[config.mk]
export PLATFORM = sky130hd
export DESIGN_NAME = topsub
export DESIGN_NICKNAME = d
export VERILOG_FILES = /design/src/rtl/topsub.sv
export SDC_FILE = /design/constraint.sdc
export NUM_CORES = 1
export LEC_CHECK = 0
export ABC_AREA = 1
export CAP_MARGIN = 20
export CORE_MARGIN = 10
export CORE_UTILIZATION = 25
export CTS_BUF_LIST = sky130_fd_sc_hd__clkbuf_4 sky130_fd_sc_hd__clkbuf_8
export CTS_CLUSTER_DIAMETER = 40
export DETAILED_ROUTE_END_ITERATION = 8
export REMOVE_ABC_BUFFERS = 1
export SLEW_MARGIN = 20
export SYNTH_ARGS = -nofsm -noshare
export SYNTH_HDL_FRONTEND = slang
export SYNTH_SLANG_ARGS = --single-unit
[constraint.sdc]
create_clock -name clk -period 5 [get_ports clk]
set_input_delay 0.75 -clock clk [delete_from_list [all_inputs] [get_ports clk]]
set_output_delay 0.75 -clock clk [all_outputs]
set_load 0.05 [all_outputs]
[src/rtl/topsub.sv]
// topsub: bit-serial four-operand subtractor, q = a - b - c - d (mod 2^WIDTH).
// Operands shift LSB-first through three cascaded serial full-subtractors,
// each with a registered borrow; one bit is processed per clock.
//
//   state   | meaning
//   --------+-----------------------------------------------
//   S_IDLE  | waiting for start; q/neg hold the last result
//   S_SHIFT | processing one operand bit per clock
module topsub #(
  parameter int WIDTH = 8
) (
  input  logic             clk,
  input  logic             rst,
  input  logic             start,
  input  logic [WIDTH-1:0] a,
  input  logic [WIDTH-1:0] b,
  input  logic [WIDTH-1:0] c,
  input  logic [WIDTH-1:0] d,
  output logic [WIDTH-1:0] q,
  output logic             neg,
  output logic             busy,
  output logic             done
);

  localparam int CNT_W = $clog2(WIDTH) + 1;
  localparam logic [CNT_W-1:0] CNT_LAST = CNT_W'(WIDTH - 1);

  typedef enum logic {
    S_IDLE  = 1'b0,
    S_SHIFT = 1'b1
  } state_t;

  state_t           state_q, state_d;
  logic [WIDTH-1:0] a_sh_q, b_sh_q, c_sh_q, d_sh_q;
  logic [WIDTH-1:0] res_q, res_d;
  logic [WIDTH-1:0] q_q;
  logic             neg_q, done_q;
  logic             br1_q, br2_q, br3_q;
  logic             br1_d, br2_d, br3_d;
  logic             s1, s2, s3;
  logic [CNT_W-1:0] cnt_q;
  logic             last_bit;

  assign last_bit = (cnt_q == CNT_LAST);

  // State register
  always_ff @(posedge clk) begin
    if (rst) state_q <= S_IDLE;
    else     state_q <= state_d;
  end

  // Next state: leave IDLE on start, return once the last bit has been processed
  always_comb begin
    state_d = state_q;
    case (state_q)
      S_IDLE:  if (start)    state_d = S_SHIFT;
      S_SHIFT: if (last_bit) state_d = S_IDLE;
      default:               state_d = S_IDLE;
    endcase
  end

  // Outputs: busy decoded from state, result and flags straight from registers
  always_comb begin
    busy = (state_q == S_SHIFT);
    done = done_q;
    q    = q_q;
    neg  = neg_q;
  end

  // Serial subtractor chain on the current LSBs; borrow out when subtrahend+borrow > minuend
  always_comb begin
    s1    = a_sh_q[0] ^ b_sh_q[0] ^ br1_q;
    br1_d = (~a_sh_q[0] & (b_sh_q[0] | br1_q)) | (b_sh_q[0] & br1_q);
    s2    = s1 ^ c_sh_q[0] ^ br2_q;
    br2_d = (~s1 & (c_sh_q[0] | br2_q)) | (c_sh_q[0] & br2_q);
    s3    = s2 ^ d_sh_q[0] ^ br3_q;
    br3_d = (~s2 & (d_sh_q[0] | br3_q)) | (d_sh_q[0] & br3_q);
    res_d = {s3, res_q[WIDTH-1:1]};
  end

  // Datapath: capture on start, shift while busy, publish result on the last bit
  always_ff @(posedge clk) begin
    if (rst) begin
      a_sh_q <= '0;
      b_sh_q <= '0;
      c_sh_q <= '0;
      d_sh_q <= '0;
      res_q  <= '0;
      q_q    <= '0;
      neg_q  <= 1'b0;
      done_q <= 1'b0;
      br1_q  <= 1'b0;
      br2_q  <= 1'b0;
      br3_q  <= 1'b0;
      cnt_q  <= '0;
    end else begin
      done_q <= 1'b0;
      if (state_q == S_IDLE) begin
        if (start) begin
          a_sh_q <= a;
          b_sh_q <= b;
          c_sh_q <= c;
          d_sh_q <= d;
          br1_q  <= 1'b0;
          br2_q  <= 1'b0;
          br3_q  <= 1'b0;
          cnt_q  <= '0;
        end
      end else begin
        a_sh_q <= a_sh_q >> 1;
        b_sh_q <= b_sh_q >> 1;
        c_sh_q <= c_sh_q >> 1;
        d_sh_q <= d_sh_q >> 1;
        br1_q  <= br1_d;
        br2_q  <= br2_d;
        br3_q  <= br3_d;
        res_q  <= res_d;
        cnt_q  <= cnt_q + CNT_W'(1);
        if (last_bit) begin
          // true value is q - 2^WIDTH * (number of final borrows), so any borrow means negative
          q_q    <= res_d;
          neg_q  <= br1_d | br2_d | br3_d;
          done_q <= 1'b1;
        end
      end
    end
  end

endmodule

==> results.md <==
* Fmax at 0.437 GHz
* Hold WS at 466 ps
* Detailed placer's ending HPWL at 4150 um
* Via density at 4.22
* Clock Tree Buf Depth at 2
* Die area at 0.0146 mm2
* Fraction of registers with async set/reset at 0%
* Final WL at 5940 um
* Worst-Skew Late Latency at 320 ps
* Antenna violations before repair at 0
* # IOs at 46
* Antenna Nets Post-Route at 0
* CTS resizes at 0
* Gr ovfl total at 0
* Post-CTS Setup Inserts at 0
* Post-Syn Area at 0.00254 mm2
* Die height at 121 um
* Mapped Cells at 349
* Post-route clock skew at 5.80 ps
* Initial DRC count at 117
* CTS HTree Levels at 3
* Primary FF master, synth: dfxtp_1
* Tot GR Track Use at 8.61%
* Number of synthesized flops with an enable pin at 0
* Routability congestion estimate at 0.736
* Gr busiest metal: met2
* DRC at 0
* CP Class: reg -> reg
* CTS tree: done
* Total CTS buffers at 9
* Register area at 0.00114 mm2
* CTS sink count at 57
* RSZ-0062 raised after global routing: false
* Clk slew on worst S/H paths at 60 ps
* Setup TNS at 0 ps
* First-pass GRT wire length at 10100 um
* Slew Limit Fails at 0
* CORE AREA at 0.00982 mm2
* Placed insts at 509
* Crit Path Max Fanout at 2
* Area growth from synthesis to layout at 25.8%
* CP startpoint kind: flop
* Worst hold path type: reg -> reg
* Final Setup Violations at 0
* Leakage power total at 1.48 nW
* Non-Filler Instances at 523
* Vias in the first global route at 2139
* Pwr dens at 305 mW/mm2
* Layout Nets at 426
* Max Cap Violations at 0
* Share of layout cells above drive strength 1 at 5.64%
* I/O Buffers at 45
* Arrival time at the worst endpoint at 2500 ps
* Via Count at 2207
* Largest net degree at the start of global routing at 48
* Initial Util at 25.8%
* Grt met2 use at 13.8%
* Worst slew pin tran at 546 ps
* Diode count at 0
* Ys Warns at 0
* Final Hold Violating Endpoints at 0
* Rows at 36
* GR Util met1 at 10.2%
* Wire per inst at 11.4 um
* Mean Syn Cell Area at 7.27 um2
* FF+latch count, synth at 57
* Peak VDD IR at 0.0979 mV
* CP Data Required Time at 5210 ps
* Post-synth top area cell: dfxtp_1
* Synth top cells by count: nand2_1, nand3_1, dfxtp_1
* Tcrit/Tclk final at 45.7%
* CTS Hold Bufs at 0
* GR Util met3 at 2.61%
* Kind of end point of the critical path: flop
* Footprint of the multi-input gates at 0.00107 mm2
* Pre-Repair DR Iteration Count at 4
* Sequential fraction of the synthesis area at 45.0%
* Outcome: finished, final reports clean
* Filler instances at 1119
* Netlist cell types at 23
* Top cells by area, synth: dfxtp_1, nand2_1, nand3_1
* CTS root buffer: clkbuf_8
* Crit path time final at 2290 ps
* Proportion of netlist area held by the largest area contributor at 45.0%
* Die X at 121 um
* Top-count cell post-synth: nand2_1
* Slew Limit Headroom at 63.5%
-- report_power, final --
part | internal (mW) | total (mW) | switching [mW]
Clock | 0.218 | 0.375 | 0.157
Sequential | 0.473 | 0.483 | 0.00970
Combinational | 0.0523 | 0.117 | 0.0643
-- critical path, stage by stage, from the launching register on --
cell and delay [ps]:
dfxtp_1 330, inv_1 60, fa_1 530, inv_1 50, fa_1 480, inv_1 50, fa_1 510, nand3b_1 110
nand2_1 60
-- area by class of cell --
cell class              instances  area share [%]
clock buffers                  14            5.45
inverters                      46            5.41
multi-input cells             225            33.4
flip-flops and latches         57            35.7
well taps                     133            5.21
repair buffers                 48            14.8
-- path summary, 6_finish.rpt --
path	startpoint	end	slack (ps)	depth (start not counted)
worst min-delay path	d_sh_q[7]	d_sh_q[7]	470	2
worst max register to register	a_sh_q[0]	q[7]	2710	8
worst max-delay path	a_sh_q[0]	q[7]	2710	8
worst min register to register	d_sh_q[7]	d_sh_q[7]	470	2
-- layout by cell type, fill, tap and decap left out --
cell type,count
a21oi_2,1
fa_1,3
inv_1,44
nand2_1,110
nand3b_1,1
dfxtp_1,57
clkbuf_8,11
nand2_2,1
o211ai_1,1
nand4_1,1
nor2_1,8
clkinv_1,1
buf_4,3
nor2_2,1
clkbuf_4,3
clkdlybuf4s50_1,45
a21oi_1,6
o21ai_0,4
nand3_1,80
nor2_8,1
o22ai_1,6
inv_2,1
ha_1,1
-- stage by stage --
stage	setup slack, ps	power (mW)	area (um2)	utilization (%)
6_report	2710	0.974	3190	32.5
5_1_grt	2540	1.03	3190	32.5
4_1_cts	2690	0.991	3190	32.5
3_5_place_dp	2400	0.610	3020	30.7
3_3_place_gp	2450	0.608	3020	30.7
2_1_floorplan	2740	0.555	2380	-
-- registers in the layout (all words and copies together) (netlist names) --
name,cells
a_sh_q,8
b_sh_q,8
c_sh_q,8
d_sh_q,8
q,8
res_q,7
cnt_q,4
br1_q,1
br2_q,1
br3_q,1
busy,1
done,1
neg,1
-- layer usage --
metal / wire length [um] / part of all wire, %
met5: 0 / 0
met4: 127 / 2.1
met3: 238 / 4.0
met2: 2760 / 46
met1: 2810 / 47
-- cells by family after synthesis --
family | after synthesis | synth area share [%]
adder cells (fa/ha/maj) | 4 | 2.86
flip-flops | 57 | 45.0
AO/OA/AOI/OAI | 18 | 4.09
AND/OR/NAND/NOR | 203 | 35.1
buffers and inverters | 67 | 13.0
Note: power is estimated with default switching activity, not from simulation.
